===== config.mk =====
export PLATFORM = sky130hd
export DESIGN_NAME = exemem_reader
export DESIGN_NICKNAME = d
export VERILOG_FILES = /design/src/rtl/exemem_pkg.sv /design/src/rtl/exemem_reader.sv
export SDC_FILE = /design/constraint.sdc
export NUM_CORES = 1
export LEC_CHECK = 0
export BUFFER_PORTS_ARGS = -buffer_cell sky130_fd_sc_hd__clkbuf_2
export CAP_MARGIN = 20
export CELL_PAD_IN_SITES_DETAIL_PLACEMENT = 1
export CELL_PAD_IN_SITES_GLOBAL_PLACEMENT = 2
export CORE_MARGIN = 1
export CORE_UTILIZATION = 31
export CTS_CLUSTER_SIZE = 12
export DETAILED_ROUTE_END_ITERATION = 8
export PLACE_DENSITY_LB_ADDON = 0.1
export SLEW_MARGIN = 20
export SYNTH_ARGS = -nofsm -noshare
export SYNTH_HDL_FRONTEND = slang
export SYNTH_SLANG_ARGS = --single-unit

===== constraint.sdc =====
create_clock -name clk -period 3.2 [get_ports clk]
set_clock_uncertainty 0.1 [all_clocks]
set_input_delay 0.32 -clock clk [delete_from_list [all_inputs] [get_ports clk]]
set_output_delay 0.32 -clock clk [all_outputs]
set_load 0.02 [all_outputs]

===== src/rtl/exemem_pkg.sv =====
// Shared definitions for the exemem reader/writer blocks: default widths and
// the FSM state encoding used by the RTL and the benches.
package exemem_pkg;

    localparam int EXEMEM_DATA_WIDTH = 16;
    localparam int EXEMEM_ADDR_WIDTH = 8;

    typedef enum logic [2:0] {
        IDLE = 3'd0,
        ADDR = 3'd1,
        WAIT = 3'd2,
        OUT  = 3'd3,
        DONE = 3'd4
    } state_e;

endpackage


===== src/rtl/exemem_reader.sv =====
// Block reader for the dual-port exemem RAM: fetches consecutive word pairs from
// both ports, streams them on a valid/ready interface and keeps per-port checksums.
module exemem_reader
    import exemem_pkg::*;
#(
    parameter int DATA_WIDTH = EXEMEM_DATA_WIDTH,
    parameter int ADDR_WIDTH = EXEMEM_ADDR_WIDTH,
    parameter int LEN_WIDTH  = ADDR_WIDTH + 1
) (
    input  logic                  clk,
    input  logic                  reset,
    input  logic                  start,
    input  logic [ADDR_WIDTH-1:0] base_addr1,
    input  logic [ADDR_WIDTH-1:0] base_addr2,
    input  logic [LEN_WIDTH-1:0]  len,
    output logic [ADDR_WIDTH-1:0] addr1,
    output logic [ADDR_WIDTH-1:0] addr2,
    output logic                  we1,
    output logic                  we2,
    input  logic [DATA_WIDTH-1:0] memOut1,
    input  logic [DATA_WIDTH-1:0] memOut2,
    output logic [DATA_WIDTH-1:0] dataOut1,
    output logic [DATA_WIDTH-1:0] dataOut2,
    output logic                  out_valid,
    input  logic                  out_ready,
    output logic [DATA_WIDTH-1:0] sum1,
    output logic [DATA_WIDTH-1:0] sum2,
    output logic                  busy,
    output logic                  done
);

    localparam logic [ADDR_WIDTH-1:0] ADDR_ONE = ADDR_WIDTH'(1);
    localparam logic [LEN_WIDTH-1:0]  CNT_ONE  = LEN_WIDTH'(1);

    state_e                state_q, state_d;
    logic [ADDR_WIDTH-1:0] addr1_q, addr1_d;
    logic [ADDR_WIDTH-1:0] addr2_q, addr2_d;
    logic [DATA_WIDTH-1:0] data1_q, data1_d;
    logic [DATA_WIDTH-1:0] data2_q, data2_d;
    logic [DATA_WIDTH-1:0] sum1_q, sum1_d;
    logic [DATA_WIDTH-1:0] sum2_q, sum2_d;
    logic [LEN_WIDTH-1:0]  cnt_q, cnt_d;
    logic [LEN_WIDTH-1:0]  len_q, len_d;
    logic                  out_valid_q, out_valid_d;
    logic                  busy_q, busy_d;
    logic                  done_q, done_d;
    logic [LEN_WIDTH-1:0]  cnt_next;

    assign cnt_next = cnt_q + CNT_ONE;

    always_comb begin
        state_d = state_q;
        addr1_d = addr1_q;
        addr2_d = addr2_q;
        data1_d = data1_q;
        data2_d = data2_q;
        sum1_d  = sum1_q;
        sum2_d  = sum2_q;
        cnt_d   = cnt_q;
        len_d   = len_q;

        case (state_q)
            IDLE: begin
                if (start) begin
                    addr1_d = base_addr1;
                    addr2_d = base_addr2;
                    len_d   = len;
                    sum1_d  = '0;
                    sum2_d  = '0;
                    cnt_d   = '0;
                    state_d = (len == '0) ? DONE : ADDR;
                end
            end
            ADDR: state_d = WAIT;
            WAIT: begin
                data1_d = memOut1;
                data2_d = memOut2;
                sum1_d  = sum1_q + memOut1;
                sum2_d  = sum2_q + memOut2;
                state_d = OUT;
            end
            OUT: begin
                // out_valid is high for the whole OUT state, so ready alone completes the handshake
                if (out_ready) begin
                    cnt_d   = cnt_next;
                    addr1_d = addr1_q + ADDR_ONE;
                    addr2_d = addr2_q + ADDR_ONE;
                    state_d = (cnt_next == len_q) ? DONE : ADDR;
                end
            end
            DONE:    state_d = IDLE;
            default: state_d = IDLE;
        endcase

        out_valid_d = (state_d == OUT);
        busy_d      = (state_d == ADDR) || (state_d == WAIT) || (state_d == OUT);
        done_d      = (state_d == DONE);
    end

    always_ff @(posedge clk) begin
        if (!reset) begin
            state_q     <= IDLE;
            addr1_q     <= '0;
            addr2_q     <= '0;
            data1_q     <= '0;
            data2_q     <= '0;
            sum1_q      <= '0;
            sum2_q      <= '0;
            cnt_q       <= '0;
            len_q       <= '0;
            out_valid_q <= 1'b0;
            busy_q      <= 1'b0;
            done_q      <= 1'b0;
        end else begin
            state_q     <= state_d;
            addr1_q     <= addr1_d;
            addr2_q     <= addr2_d;
            data1_q     <= data1_d;
            data2_q     <= data2_d;
            sum1_q      <= sum1_d;
            sum2_q      <= sum2_d;
            cnt_q       <= cnt_d;
            len_q       <= len_d;
            out_valid_q <= out_valid_d;
            busy_q      <= busy_d;
            done_q      <= done_d;
        end
    end

    assign addr1     = addr1_q;
    assign addr2     = addr2_q;
    assign we1       = 1'b0;
    assign we2       = 1'b0;
    assign dataOut1  = data1_q;
    assign dataOut2  = data2_q;
    assign sum1      = sum1_q;
    assign sum2      = sum2_q;
    assign out_valid = out_valid_q;
    assign busy      = busy_q;
    assign done      = done_q;

endmodule


# Yosys cells after proc, flatten, opt, wreduce, memory -nomap -nowiden
# Index checks and enable logic that the tools add are counted.
# classes
add_sub_neg	5
mul	0
div_mod_pow	0
n_lt_le_gt_ge	0
eq_ne	10
shifts	0
muxes	17
bitwise	0
n_reduce_logical	9
# op_table
operator	n
case mux 16 bit (2 select lines)	2
adder 16 bit	2
two-way mux 8 bit	4
case mux 8 bit (2 select lines)	2
two-way mux 9 bit	2
case mux 9 bit (2 select lines)	1
adder 8 x 1 -> 8 bit (second input constant)	2
two-way mux 16 bit	1
== test 3 x 2 -> 1 bit (second input constant)	4
two-way mux 3 bit	4
case mux 3 bit (4 select lines)	1
adder 9 x 1 -> 9 bit (second input constant)	1
== test 9 bit	1
zero test 9 bit	1
== test 3 x 1 -> 1 bit (second input constant)	2
!= test 2 bit (second input constant)	2
AND reduction 2 bit	2
nonzero test 2 bit	2
== test 3 bit (second input constant)	1
zero test 3 bit	1
AND reduction 3 bit	1
logical OR 1 bit	2
# totals
regBits	104
latchBits	0
ramBits	0
rom_bits	0
input_bits	61
output_inout_bits	85
word_cells	53
memories	0

# Longest topological paths before layout
# logic_depth
depth_word	8
depth_mapped	9
depth_no_buf	9

# Least setup slack after synthesis
# No wires, ideal clock.
# synth_path
path_type	flip-flop to flip-flop
startpoint	register sum1_q[0] (netlist: sum1[0])
endpoint	register sum1_q[14] (netlist: sum1[14])
setup_ns	0.125
t_arrival_ns	2.203
required_ns	2.975
path_slack_ns	0.772
path_stages_with_launch	10
path_buffers	0
period_less_slack_ns	2.428
path_cell_list	dfxtp_1 > ha_1 > fa_1 > a21o_1 > a21oi_2 > o21ai_2 > a2111oi_2 > o31ai_1 > xnor2_1 > o21ai_1
# synth_via
elab_chain_cells	2
# synth_rtl
element	line_no	rtl
start: declaration	exemem_reader.sv:40	logic [DATA_WIDTH-1:0] sum1_q, sum1_d;
start signal: assignment	exemem_reader.sv:120	sum1_q <= sum1_d;
adder 16 bit	exemem_reader.sv:78	sum1_d = sum1_q + memOut1;
case mux 16 bit (2 select lines)	exemem_reader.sv:62	case (state_q)
# No other way between the ends.
# A chain may end at the register's enable or synchronous reset.

# Final worst setup path
# Same ends and word-level chain as after synthesis.

==> Implementation_results.wiki <==
{| class="wikitable"
! Metric !! Value
|-
| Outcome || complete, but fails checks
|-
| Failing checks || design-rule violations
|-
| Critical path cell sequence || ha_1 > fa_1 > a21o_1 > a21oi_2 > o21ai_2 > a2111oi_2 > o31ai_1 > xnor2_1 > o21ai_1
|-
| Power density relative to cell area || 494 nW/um^2
|-
| Most frequent cells in the layout || clkbuf_2 (143), nand2_1 (136), dfxtp_1 (104)
|-
| Average detailed-routed wire length per instance || 16.6 um
|-
| Hold violation count in the final report || 0
|-
| Layout overhead on the synthesized area || 20.7%
|-
| Crit path max-delay cell type || a2111oi_2
|-
| Number of buffers inserted to repair setup after CTS || 0
|-
| Number of rows created at floorplan || 49
|-
| Antenna viol nets, final || 0
|-
| Flops & latches, synth || 104
|-
| Sum of routed wire segments on met1 || 8.29 mm
|-
| Max-slew violation count || 0
|-
| Amount of wire on met3 after detailed routing || 678 um
|-
| Via density per instance || 5.13
|-
| Number of clock sinks seen by CTS || 104
|-
| Final setup viols || 0
|-
| Post-layout minimum cycle time || 2.55 ns
|-
| Leakage Power || 3.08 nW
|-
| Top layer used by detailed routing || met4
|-
| Worst IR drop on VDD || 0.244 mV
|-
| CTS clock-pin slew for the worst setup and hold paths || 0.08 ns
|-
| Synthesized netlist cell count || 713
|-
| Fill cell total of the finished layout || 2200
|-
| Cell count of the worst reg-to-reg path || 9
|-
| Post-cts hold buffer count || 0
|-
| Slack of the worst reg-to-reg path || 0.65 ns
|-
| Capture point of the critical path || sum1[14]
|-
| Endpoint class of the critical path || flip-flop
|-
| Antenna violations before repair || 0
|-
| Aggregate negative setup slack || 0 ns
|-
| Startpoint class of the critical path || flip-flop
|-
| Share of final-layout standard cells stronger than drive strength 1 || 21.6%
|-
| I/O pins || 146
|-
| Main synth FF type || dfxtp_1
|-
| Startpoint of the lowest-slack register-to-register path || sum1[0]
|-
| Worst slew slack as a fraction of its limit || 36.0%
|-
| Clock buffer count from CTS || 9
|-
| Worst slew pin tran || 0.958 ns
|-
| Die area || 19200 um^2
|-
| CTS H-tree depth || 3
|-
| Maximum clock frequency || 393 MHz
|-
| Share of synthesized area occupied by flip-flops and latches || 36.0%
|-
| Wire length on met2 || 8.65 mm
|-
| First-iteration detailed-routing DRC count || 245
|-
| Starting density of the core || 31.9%
|-
| Final weighted congestion in routability-driven placement || 0.824
|-
| Mean instance size in the synthesized netlist || 8.10 um^2
|-
| DR vias || 5501
|-
| Async S/R FF share, synth || 0%
|-
| Maximum Capacitance Violations || 0
|-
| Largest buffer count on any clock path || 2
|-
| Clock tree from TritonCTS || done
|-
| Number of enable-type register cells in the synthesized netlist || 0
|-
| Commonest non-fill, non-tap cell in the layout || clkbuf_2
|-
| Longest individual stage delay on the worst path || 0.44 ns
|-
| Setup crit start || sum1[0]
|-
| First-pass GRT wire length || 29.7 mm
|-
| Max FO, Critical Path || 4
|-
| End of the worst register-to-register path || sum1[14]
|-
| Antenna fix cells || 0
|-
| Unrepaired setup endpoints after global routing || false
|-
| Maximum number of pins on one net before global-route repair || 41
|-
| Clock latency on the worst-skew pair || 0.36 ns
|-
| Final clock period utilization by the worst path || 79.6%
|-
| Worst min-delay path category || input port to flip-flop
|-
| Post-synth cell types || 61
|-
| Floorplan core area || 18100 um^2
|-
| Sum of overflow across all layers after global routing || 0
|-
| Count of nets after finishing || 934
|-
| Die outline height || 139 um
|-
| Total track usage || 19.2%
|-
| Total routed wirelength || 17.8 mm
|-
| Final HPWL DP || 13.2 mm
|-
| Count of cells resized by post-cts repair || 0
|-
| Residual DRC count || 14
|-
| Number of port buffers || 143
|-
| Worst-case hold slack || 0.104 ns
|-
| Warnings from Yosys || 0
|-
| Critical Path RT || 3.35 ns
|-
| Root Buffer Master || clkbuf_16
|-
| Number of global-route vias before repair || 5775
|-
| Netlist area before placement || 5780 um^2
|-
| Number of optimization iterations in the first detailed-route pass || 6
|-
| Critical setup path kind || flip-flop to flip-flop
|-
| Overall die width || 139 um
|-
| Critical path data arrival time || 2.69 ns
|}
## worst max-delay path: cells and delay by family (launching register included)
| family | cells | cell delay, ns |
|---|---|---|
| compound gates | 6 | 1.17 |
| xor+xnor | 1 | 0.18 |
| fa+ha+maj | 2 | 0.66 |
| flops | 1 | 0.33 |
## where the power goes
part           total (W)  switching [W]  leakage [nW]  internal, W
clock network    0.00109       0.000555         0.141     0.000539
registers        0.00148      0.0000851         0.847      0.00139
logic           0.000870       0.000549          2.10     0.000320
## synthesized netlist by cell type (all sizes together), types with 4 or more instances
cell type / count / area, um^2
and2: 17 / 106
a22oi: 17 / 128
a21oi: 44 / 228
clkbuf: 30 / 113
nor3: 14 / 70.1
dfxtp: 104 / 2080
nand3: 23 / 115
nor2: 28 / 108
inv: 7 / 26.3
a21o: 15 / 113
nand2: 136 / 510
nor2b: 28 / 175
ha: 33 / 413
nor3b: 4 / 30.0
a41oi: 4 / 35.0
a31oi: 8 / 50.1
a21boi: 46 / 345
o21ai: 52 / 264
buf: 9 / 50.0
and3: 8 / 50.1
xor2: 17 / 149
nand4: 4 / 25.0
xnor2: 20 / 175
## routing by layer
layer  up-vias  global-route usage (%)
met5         -                       0
met2        83                    33.3
met4         0                    4.67
li1       2758                       -
met3        12                    4.16
met1      2648                    24.0
## how the worst min path moves through the flow
stage | start | end | slack [ns] | cells past startpoint
floorplan | len_q[4] | len_q[4] | 0.36 | 2
global placement | sum1[15] | sum1[15] | 0.35 | 1
detailed placement | dataOut2[3] | dataOut2[3] | 0.36 | 2
CTS | base_addr1[0] | addr1[0] | 0.09 | 3
global route | memOut2[0] | dataOut2[0] | 0.10 | 3
finish | memOut1[9] | dataOut1[9] | 0.10 | 3
## area by class of cell
cell class	instances	area [um^2]	area share [%]
sequential	104	2080	29.9
multi-input combinational	564	3510	50.4
tap	229	287	4.11
clock inverter	7	53.8	0.772
clock buffer	9	225	3.23
timing repair buffer	152	783	11.2
inverter	7	26.3	0.377
## kinds of logic (layout without fill, tap and decap cells)
family	after synthesis	after routing	synth area share [%]
AOI/OAI and AO/OA	211	211	24.2
xor gates and xnor gates	37	37	5.61
adders and majority gates	35	35	7.84
buffers and inverters	46	175	3.27
DFF	104	104	36.0
muxes	2	2	0.347
other	1	2	0.0649
and+or+nand+nor	277	277	22.7
## stage by stage
stage / setup slack [ns] / std cells / total power, W / area, um^2 / utilization, %
finish: 0.654 / 1072 / 0.00344 / 6970 / 38.5
detailed placement: 0.578 / 1056 / 0.00239 / 6690 / 37.0
global route: 0.507 / 1072 / 0.00365 / 6970 / 38.5
floorplan: 0.772 / 714 / 0.00208 / 5780 / -
global placement: 0.589 / 1056 / 0.00236 / 6690 / 37.0
CTS: 0.628 / 1072 / 0.00351 / 6970 / 38.5
## state kept, by name, indices dropped and copies added, names as in the netlist
signal,flops
addr1,8
addr2,8
busy,1
cnt_q,9
dataOut1,16
dataOut2,16
done,1
len_q,9
out_valid,1
state_q,3
sum1,16
sum2,16
No activity file was read; power rests on OpenSTA's default activity.
